## config.mk

```make
export PLATFORM = sky130hd
export DESIGN_NAME = riscv_multicycle_ctrl
export DESIGN_NICKNAME = d
export VERILOG_FILES = /design/src/rtl/riscv_multicycle_ctrl.sv
export SDC_FILE = /design/constraint.sdc
export NUM_CORES = 1
export LEC_CHECK = 0
export BUFFER_PORTS_ARGS = -buffer_cell sky130_fd_sc_hd__buf_2
export CAP_MARGIN = 5
export CORE_ASPECT_RATIO = 0.7
export CORE_UTILIZATION = 45
export DETAILED_ROUTE_END_ITERATION = 8
export PLACE_DENSITY = 0.81
export SLEW_MARGIN = 20
export SYNTH_ARGS = -nofsm -noshare
export SYNTH_HDL_FRONTEND = slang
export SYNTH_SLANG_ARGS = --single-unit
```

## constraint.sdc

```tcl
create_clock -name clk -period 2 [get_ports clk]
set_input_delay 0.4 -clock clk [delete_from_list [all_inputs] [get_ports clk]]
set_output_delay 0.4 -clock clk [all_outputs]
set_load 0.02 [all_outputs]
```

## src/rtl/riscv_multicycle_ctrl.sv

```systemverilog
// Multi-cycle RV32 control FSM: fetch/decode/exec/mem/wb sequencing with strobes for PC, register file and memories.
// Optional illegal-opcode trap state and port are enabled by defining CFG_ILLEGAL_TRAP_EN.
`ifndef CFG_INST_DATA_WIDTH
`define CFG_INST_DATA_WIDTH 32
`endif

module riscv_multicycle_ctrl #(
    parameter int INST_DATA_WIDTH = `CFG_INST_DATA_WIDTH
) (
    input  logic                       clk,
    input  logic                       rst,
    output logic                       imem_req,
    input  logic                       imem_ack,
    input  logic [INST_DATA_WIDTH-1:0] imem_rdata,
    output logic [INST_DATA_WIDTH-1:0] ir,
    input  logic                       branch_taken,
    output logic                       dmem_req,
    output logic                       dmem_we,
    input  logic                       dmem_ack,
    output logic                       rf_we,
    output logic [1:0]                 wb_sel,
    output logic                       pc_en,
    output logic [1:0]                 pc_sel,
    output logic [2:0]                 state
`ifdef CFG_ILLEGAL_TRAP_EN
    ,
    output logic                       illegal
`endif
);

    localparam logic [4:0] OP_LOAD   = 5'b00000;
    localparam logic [4:0] OP_FENCE  = 5'b00011;
    localparam logic [4:0] OP_IMM    = 5'b00100;
    localparam logic [4:0] OP_AUIPC  = 5'b00101;
    localparam logic [4:0] OP_STORE  = 5'b01000;
    localparam logic [4:0] OP_OP     = 5'b01100;
    localparam logic [4:0] OP_LUI    = 5'b01101;
    localparam logic [4:0] OP_BRANCH = 5'b11000;
    localparam logic [4:0] OP_JALR   = 5'b11001;
    localparam logic [4:0] OP_JAL    = 5'b11011;
    localparam logic [4:0] OP_SYSTEM = 5'b11100;

    typedef enum logic [2:0] {
        S_IDLE   = 3'd0,
        S_FETCH  = 3'd1,
        S_DECODE = 3'd2,
        S_EXEC   = 3'd3,
        S_MEM    = 3'd4,
        S_WB     = 3'd5
`ifdef CFG_ILLEGAL_TRAP_EN
        ,
        S_TRAP   = 3'd6
`endif
    } state_t;

    state_t     cur;
    logic [4:0] opc;
    logic       legal;
    logic       is_mem;
    logic       is_nop;
    logic       is_branch;

    assign state = cur;
    assign opc   = ir[6:2];

    always_comb begin
        legal = 1'b0;
        if (ir[1:0] == 2'b11) begin
            case (opc)
                OP_LUI, OP_AUIPC, OP_JAL, OP_JALR, OP_LOAD, OP_IMM,
                OP_OP, OP_BRANCH, OP_STORE, OP_SYSTEM, OP_FENCE: legal = 1'b1;
                default: legal = 1'b0;
            endcase
        end
    end

    assign is_mem    = legal && (opc == OP_LOAD || opc == OP_STORE);
    assign is_nop    = legal && (opc == OP_FENCE || opc == OP_SYSTEM);
    assign is_branch = legal && (opc == OP_BRANCH);

    always_ff @(posedge clk or posedge rst) begin
        if (rst) begin
            cur <= S_IDLE;
            ir  <= '0;
        end else begin
            case (cur)
                S_IDLE:   cur <= S_FETCH;
                S_FETCH: begin
                    if (imem_ack) begin
                        ir  <= imem_rdata;
                        cur <= S_DECODE;
                    end
                end
                S_DECODE: cur <= S_EXEC;
                S_EXEC: begin
                    if (!legal) begin
`ifdef CFG_ILLEGAL_TRAP_EN
                        cur <= S_TRAP;
`else
                        cur <= S_FETCH;
`endif
                    end else if (is_mem) begin
                        cur <= S_MEM;
                    end else if (is_branch || is_nop) begin
                        cur <= S_FETCH;
                    end else begin
                        cur <= S_WB;
                    end
                end
                S_MEM: begin
                    if (dmem_ack) cur <= (opc == OP_LOAD) ? S_WB : S_FETCH;
                end
                S_WB:     cur <= S_FETCH;
`ifdef CFG_ILLEGAL_TRAP_EN
                S_TRAP:   cur <= S_FETCH;
`endif
                default:  cur <= S_IDLE;
            endcase
        end
    end

    // Strobes decode from the registered state so they line up with the
    // branch_taken/dmem_ack inputs of the same cycle; reset clears them via cur.
    always_comb begin
        imem_req = 1'b0;
        dmem_req = 1'b0;
        dmem_we  = 1'b0;
        rf_we    = 1'b0;
        wb_sel   = 2'b00;
        pc_en    = 1'b0;
        pc_sel   = 2'b00;
`ifdef CFG_ILLEGAL_TRAP_EN
        illegal  = 1'b0;
`endif
        case (cur)
            S_FETCH: imem_req = 1'b1;
            S_EXEC: begin
                if (!legal) begin
`ifndef CFG_ILLEGAL_TRAP_EN
                    pc_en = 1'b1;
`endif
                end else if (is_branch) begin
                    pc_en  = 1'b1;
                    pc_sel = branch_taken ? 2'b01 : 2'b00;
                end else if (is_nop) begin
                    pc_en = 1'b1;
                end
            end
            S_MEM: begin
                dmem_req = 1'b1;
                dmem_we  = (opc == OP_STORE);
                pc_en    = dmem_ack && (opc == OP_STORE);
            end
            S_WB: begin
                rf_we = 1'b1;
                pc_en = 1'b1;
                case (opc)
                    OP_LUI:  wb_sel = 2'b11;
                    OP_LOAD: wb_sel = 2'b01;
                    OP_JAL: begin
                        wb_sel = 2'b10;
                        pc_sel = 2'b01;
                    end
                    OP_JALR: begin
                        wb_sel = 2'b10;
                        pc_sel = 2'b10;
                    end
                    default: wb_sel = 2'b00;
                endcase
            end
`ifdef CFG_ILLEGAL_TRAP_EN
            S_TRAP: begin
                illegal = 1'b1;
                pc_en   = 1'b1;
                pc_sel  = 2'b11;
            end
`endif
            default: ;
        endcase
    end

endmodule
```

Yosys cells after proc, flatten, opt, wreduce, memory -nomap -nowiden
Memory sizes are Yosys's and may differ from the RTL's.
Cells that the tools add are included.
{ "classes": {"reduce_logical": 13, "n_bitwise": 0, "mul": 0, "n_div": 0, "magnitude_cmp": 0, "n_eq_ne": 15, "muxes": 23, "shifts": 0, "addsub": 0} }
{ "ops": {"columns": ["cell", "n"], "rows": [
  ["equality test 5 bit (second input constant)", 4],
  ["two-way mux 3 bit", 6],
  ["one-hot mux 3 bit (5 select lines)", 1],
  ["two-way mux 1 bit", 11],
  ["equality test 5 x 4 -> 1 bit (second input constant)", 2],
  ["one-hot mux 2 bit (2 select lines)", 2],
  ["equality test 3 x 2 -> 1 bit (second input constant)", 2],
  ["equality test 3 bit (second input constant)", 2],
  ["one-hot mux 2 bit (3 select lines)", 1],
  ["equality test 5 x 2 -> 1 bit (second input constant)", 1],
  ["logical NOT 5 bit", 1],
  ["logical AND 1 bit", 4],
  ["inequality test 2 bit (second input constant)", 2],
  ["AND reduction 2 bit", 2],
  ["OR reduction 2 bit", 2],
  ["equality test 3 x 1 -> 1 bit (second input constant)", 1],
  ["logical NOT 3 bit", 1],
  ["logical OR 1 bit", 3],
  ["one-hot mux 1 bit (3 select lines)", 1],
  ["equality test 2 bit (second input constant)", 1],
  ["two-way mux 2 bit", 1]
]} }
{ "totals": {"romBits": 32, "n_memories": 1, "input_bits": 37, "word_cells": 54, "reg_bits": 35, "output_inout_bits": 44, "ram_bits": 0, "latch_bits": 0} }
{ "memory_table": {"columns": ["name", "depth", "word_bits", "rd", "rd_clocked_by_memory_dff", "write_ports", "line", "rtl"], "rows": [
  ["(name not given)", 32, 1, 1, 0, 0, "69", "case (opc)"]
]} }

Depth between registers and ports, before layout
Gate-level depths: netlist of the first run.
{ "depth": {"depth_word": 8, "ltp_mapped": 6, "mapped_depth_nobuf": 6} }

Worst setup path before layout of the first run
No wires, ideal clock.
{ "synth_timing": {"path_type": "register to output", "start": "reg ir[2]", "end": "out pc_sel[0]", "path_stages_with_launch": 7, "t_required_ps": 1600, "path_slack_ps": -151, "arrival_ps": 1751, "n_path_buf": 0, "cell_sequence": "dfrtp_1 inv_1 ha_1 inv_1 mux2i_1 a2111oi_4 a22o_1"} }
{ "synth_between": {"elab_chain_len": 6, "elab_cells_between_ends": 10, "cone_classes": "eq/ne: 3; mux: 5; reduce/logical: 1; memory: 1"} }
{ "synth_lines": {"columns": ["element", "line", "rtl"], "rows": [
  ["from (decl)", "15", "output logic [INST_DATA_WIDTH-1:0] ir,"],
  ["from (signal assigned)", "90", "ir <= imem_rdata;"],
  ["memory read (32 x 1 bit)", null, null],
  ["two-way mux 1 bit", "68", "if (ir[1:0] == 2'b11) begin"],
  ["logical AND 1 bit", "79", "assign is_branch = legal && (opc == OP_BRANCH);"],
  ["two-way mux 1 bit", "142", "end else if (is_branch) begin"],
  ["two-way mux 1 bit", "138", "if (!legal) begin"],
  ["one-hot mux 2 bit (2 select lines) (*)", "135", "case (cur)"],
  ["to (decl)", "23", "output logic [1:0] pc_sel,"]
]} }
Every way passes the cells marked *; elsewhere a longest branch is shown, timed or not.

Worst setup path in the final report of the first run
{ "layout_timing": {"start": "reg ir[3]", "end": "out pc_sel[0]"} }
The elaborated chain is that of the path after synthesis.

==> qor.yml, run 1 <==
crit_type: "flop to primary output"
layout.nets: 262
antenna_found_initial: 0
setup-violations-final: 2
core_sq_um: 3650
synth.avg_cell_area_sq_um: 14.0
leakage_nw: 1.24
syn-cell-area_sq_um: 1780
end_kind: "primary output"
arrival_ps: 1760
cts_sinks: 35
ir_worst_vdd_uv: 1130
route.vias.total: 1311
yosys.cell_types.count: 34
cts_tree: "done"
layout_min_cycle_time_ps: 2160
diodes: 0
violations: "negative setup slack"
floorplan.initialDensity_pct: 48.9
rows: 18
required_ps: 1600
start_kind: "flop"
clock-root-buffer: "clkbuf_8"
fin_ws_ps: -163
die_y_um: 54.7
ios: 81
ff_latch_area_sq_um: 881
grt.total_usage_pct: 19.3
drc: 0
async_flop_share_pct: 100
drive_gt1_share_pct: 65.9
seq_area_frac_synth_pct: 49.1
maxClockFrequency_ghz: 0.462
grt_pass1_vias: 1197
powerDensity_nw_per_um2: 1760
synth-seq-cells: 35
portBuffers: 80
rsz0062_at_grt: "yes"
synth_cells: 127
final_area_sq_um: 2450
post_dp_cell_area_sq_um: 2260
synthTopCellsByCount: "35 x dfrtp_1, 25 x mux2_4, 8 x nand2_1, 6 x nor2_1, 6 x o21ai_0"
worstMarginPinSlew_ps: 642
final.period_utilization_pct: 108
yosys_warnings: 0
clk_latency_ps: 280
die_w_um: 77.2
maxCapViolCount: 0
relSlewSlack_pct: 57.1
hold_path.class: "input port to asynchronous set/reset pin"
slew_violations: 0
ctsHoldBuffers: 0
cts_buffers: 5
synth_edf_count: 0
dieArea_sq_um: 4220
gp_congestion: 0.861
finalWirelength_mm: 3.91
clk_pin_slew_ps: 70
hold_viol: 0
grt_first_pass_wirelength_mm: 5.99
yosysMostFrequentCell: "dfrtp_1"
status: "finished with violations"
synth_top_area_share_pct: 49.1
first_pass_iters: 4
place_hpwl_mm: 2.87
h-tree-depth: 2
overflow: 0
yosys.area.top_type: "dfrtp_1"
avgViaCountPerCell: 4.80
n_fill_cell: 281
grt_start_max_net_pins: 22
syn-num-nets: 167
first_iter_violations: 54
wire_per_inst_um: 14.3
skew_ps: 6.47
clock_path_buffers: 2
crit_path_max_fanout: 3
yosys_most_used_dff: "dfrtp_1"
multi_input_area_sq_um: 860
synth.area.top_cells: "dfrtp_1 49%, mux2_4 21%, buf_12 3.4%"
holdWs_ps: 196
ant_nets: 0
area.growth.synth_to_final_pct: 37.3
==> cell type report <==
cell class,instances,share of cell area [%]
multi-input combinational,82,35.1
clock buffer,7,3.12
clock inverter,1,0.204
sequential,35,36.0
inverter,4,0.613
tap,50,2.55
timing repair buffer,94,22.4
==> cells in the final DEF (no fill, tap or decap), drive strengths merged, types with 2 or more instances in the layout <==
| cell | synthesis | routed |
|---|---|---|
| nand2 | 8 | 8 |
| inv | 4 | 4 |
| nor3b | 2 | 2 |
| a21oi | 2 | 2 |
| clkbuf | 2 | 7 |
| buf | 4 | 94 |
| nand3b | 2 | 2 |
| o21ai | 6 | 6 |
| nor2 | 6 | 6 |
| dfrtp | 35 | 35 |
| nor2b | 2 | 2 |
| mux2 | 30 | 30 |
| and4 | 2 | 2 |
| ha | 3 | 3 |
| a32o | 2 | 2 |
| and2 | 4 | 4 |
| and3b | 2 | 2 |
==> worst paths after layout <==
check	start	to	slack [ps]	cells past startpoint
worst min-delay path	rst	ir[24]	200	2
worst max-delay path	ir[3]	pc_sel[0]	-160	7
min in group clk	imem_rdata[3]	ir[3]	340	3
worst max register to register	state[1]	ir[12]	320	4
max in group asynchronous	rst	ir[5]	1250	3
worst min register to register	ir[21]	ir[21]	510	1
==> report_power, final <==
group	switching, mW	internal (mW)	leakage [nW]
Combinational	1.24	1.22	0.787
Sequential	0.295	1.07	0.408
Clock	0.236	0.244	0.0422
==> per-stage QoR <==
stage	utilization (%)	instances	TNS (ps)	worst slack [ps]	power, mW
4_1_cts	66.5	272	-390	-214	4.25
3_5_place_dp	62.1	261	0	24.5	3.61
5_1_grt	67.1	273	-632	-251	4.56
6_report	67.1	273	-300	-163	4.31
3_3_place_gp	62.1	261	0	81.3	3.56
2_1_floorplan	-	127	0	3.98	2.99
==> cells by family (layout without fill, tap and decap cells) <==
kind of cell    count (synthesis)  count (layout)  synth area share, %
flops                          35              35                 49.1
compound gates                 17              17                 7.72
mux                            31              31                 24.8
simple gates                   31              31                 10.7
fa+ha+maj                       3               3                 2.11
buf+inv                        10             106                 5.54
==> state kept, by name, summed over array words and instances (netlist names) <==
| name | cells |
|---|---|
| ir | 32 |
| state | 3 |
==> worst max-delay path, cell delays in order (launching register included) <==
cell       delay [ps]
dfrtp_2           410
inv_2              90
ha_4              210
inv_2              60
mux2i_4            60
a2111oi_4         350
a22o_1            200
buf_6             110
==> metal layers <==
layer | up-vias | wire [um] | GRT usage [%] | part of all wire [%]
met4 | 0 | 19 | 5.03 | 0.49
met5 | - | 0 | 0 | 0
met3 | 2 | 233 | 6.33 | 6.0
met2 | 48 | 1780 | 30.7 | 46
met1 | 622 | 1870 | 25.8 | 48
li1 | 639 | - | - | -
==> timing repair <==
item / in CTS / in global routing
endpoints found under the setup margin: 4 / 5
gates cloned: 0 / 0
gates resized for setup: 19 / 5
pin swaps: 3 / 3
buffers inserted: 3 / 1
Power figures use the tool's default switching activity.
==> inputs of run 2 (changes only) <==
Settings changed: GPL_TIMING_DRIVEN from default to 0, RECOVER_POWER from default to 50.
==> qor.yml, run 2 (synthesized netlist as in run 1, its figures left out) <==
violations: "negative setup slack"  # unchanged
first_pass_iters: 4  # unchanged
hp-start: "imem_rdata[2]"
fin_ws_ps: -190  # was -163 ps
skew_ps: 3.49  # was 6.47 ps
area.growth.synth_to_final_pct: 38.2  # was 37.3%
core_sq_um: 3650  # unchanged
relSlewSlack_pct: 16.3  # was 57.1%
die_w_um: 77.2  # unchanged
hold_path.class: "input port to flop"  # was input port to asynchronous set/reset pin
clock-root-buffer: "clkbuf_8"  # unchanged
clk_latency_ps: 280  # about the same
regMostFlops: "ir"  # unchanged
cts_buffers: 5  # unchanged
arrival_ps: 1790  # was 1760 ps
diodes: 0  # unchanged
holdPathStages: 3
place_hpwl_mm: 2.73  # was 2.87 mm
mostFrequentLayoutCells: "58 x buf_2, 29 x dfrtp_1, 25 x mux2_4, 18 x clkbuf_1, 12 x buf_4"  # was 77 x buf_2, 31 x dfrtp_1, 25 x mux2_4, 12 x buf_4, 8 x nand2_1
required_ps: 1600  # about the same
first_iter_violations: 34  # was 54
slew_violations: 0  # unchanged
ios: 81  # unchanged
drive_gt1_share_pct: 61.2  # was 65.9%
r2r_slack_ps: 260  # was 320 ps
crit_type: "flop to primary output"  # unchanged
clock_path_buffers: 2  # unchanged
worst_hold_path.endpoint: "ir[2]"
r2r_cells: 7  # was 4
powerDensity_nw_per_um2: 1780  # was 1760 nW/um^2
largest_register_ff_count: 32  # unchanged
final_common_cell: "buf_2"  # unchanged
die_y_um: 54.7  # unchanged
drc: 0  # unchanged
dieArea_sq_um: 4220  # unchanged
ir_worst_vdd_uv: 989  # was 1130 uV
cpMaxStageDelayCell: "dfrtp_2"  # unchanged
ant_nets: 0  # unchanged
status: "finished with violations"  # unchanged
gp_congestion: 0.807  # was 0.861
portBuffers: 80  # unchanged
final.period_utilization_pct: 110  # was 108%
crit_chain: "buf_4, nand2_1, a21boi_0, a2111oi_4, a22o_1, buf_6"  # was inv_2, ha_4, inv_2, mux2i_4, a2111oi_4, a22o_1, buf_6
grt_pass1_vias: 1215  # was 1,197
grt_start_max_net_pins: 36  # was 22
grt_first_pass_wirelength_mm: 5.71  # was 5.99 mm
overflow: 0  # unchanged
pre_cts_ws_ps: -119  # was 24.5 ps
crit_path_max_fanout: 5  # was 3
n_fill_cell: 294  # was 281
layout_min_cycle_time_ps: 2190  # was 2160 ps
cts_tree: "done"  # unchanged
finalWirelength_mm: 4.00  # was 3.91 mm
maxCapViolCount: 0  # unchanged
maxClockFrequency_ghz: 0.457  # was 0.462 GHz
floorplan.initialDensity_pct: 48.9  # unchanged
start_kind: "flop"  # unchanged
h-tree-depth: 2  # unchanged
clk_pin_slew_ps: 70  # about the same
wire_per_inst_um: 14.6  # was 14.3 um
layout.nets: 263  # was 262
leakage_nw: 1.20  # was 1.24 nW
route.vias.total: 1364  # was 1,311
fin_cells: 274  # was 273
cts_sinks: 35  # unchanged
rows: 18  # unchanged
rsz0062_at_grt: "yes"  # unchanged
r2r_start: "ir[2]"  # was state[1]
dp.cells: 257  # was 261
max_stage_delay_ps: 420  # was 410 ps
worstMarginPinSlew_ps: 1250  # was 642 ps
worst_r2r_endpoint: "state[0]"  # was ir[12]
setup-violations-final: 3  # was 2
antenna_found_initial: 0  # unchanged
grt.total_usage_pct: 18.5  # was 19.3%
hold_viol: 0  # unchanged
avgViaCountPerCell: 4.98  # was 4.80
end_kind: "primary output"  # unchanged
run 2: changes by cell type in the layout (fill, tap and decap cells not counted), moves of 2 or more:
cell / before / now
clkbuf_1: 2 / 18
dfrtp_1: 31 / 29
dfrtp_2: 4 / 6
clkinv_2: 1 / 3
o21ai_0: 3 / 5
buf_2: 77 / 58
o21ai_1: 2 / 0
run 2: final cells by class:
class	instances	area, sq um	area share, %
clock inverter	3	15.0	0.609
tap	50	62.6	2.54
buffer	5	82.6	3.35
multi-input combinational	82	866	35.1
inverter	4	15.0	0.609
timing repair buffer	90	470	19.1
sequential	35	883	35.9
clock buffer	5	68.8	2.79
run 2: metrics by stage:
stage	utilization [%]	power [mW]	instance area [sq um]	TNS [ps]	hold WS, ps
2_1_floorplan	-	2.99	1790	0	517
3_3_place_gp	61.6	3.56	2250	-150	486
3_5_place_dp	61.6	3.61	2250	-187	490
4_1_cts	66.0	4.29	2410	-627	253
5_1_grt	67.5	4.64	2460	-783	338
6_report	67.5	4.38	2460	-384	327
run 2: power by group:
| part | switching [mW] | total, mW | internal, mW |
|---|---|---|---|
| Combinational | 1.28 | 2.53 | 1.25 |
| Clock | 0.246 | 0.484 | 0.238 |
| Sequential | 0.290 | 1.37 | 1.08 |
| Total | 1.82 | 4.38 | 2.56 |
run 2: critical path, delay by kind of cell, from the launching register on:
kind | cells | cell delay [ps]
DFF | 1 | 420
buffers and inverters | 2 | 290
and+or+nand+nor | 1 | 60
AOI/OAI and AO/OA | 3 | 750
run 2: worst max-delay path by stage:
stage / endpoint / start / cells past startpoint / slack [ps]
6_report: pc_sel[0] / ir[2] / 6 / -190
5_1_grt: pc_sel[0] / ir[2] / 6 / -320
3_5_place_dp: pc_sel[0] / ir[2] / 7 / -120
3_3_place_gp: pc_sel[0] / ir[2] / 6 / -100
2_1_floorplan: pc_sel[0] / ir[2] / 6 / 4
4_1_cts: pc_sel[0] / ir[3] / 7 / -230
run 2: timing repair:
action,4_1_cts,5_1_grt
pin swaps,3,7
setup endpoints to repair,5,6
hold buffers,0,0
endpoints found under the hold margin,0,0
resized for setup,12,19
setup buffers,5,6
run 2: metal layers:
metal  vias up  global-route usage [%]  wire, um
met4         0                    5.66        63
met1       654                    24.0      1790
met5         -                       0         0
met2        59                    30.8      1880
met3         8                    5.33       266
li1        643                       -         -
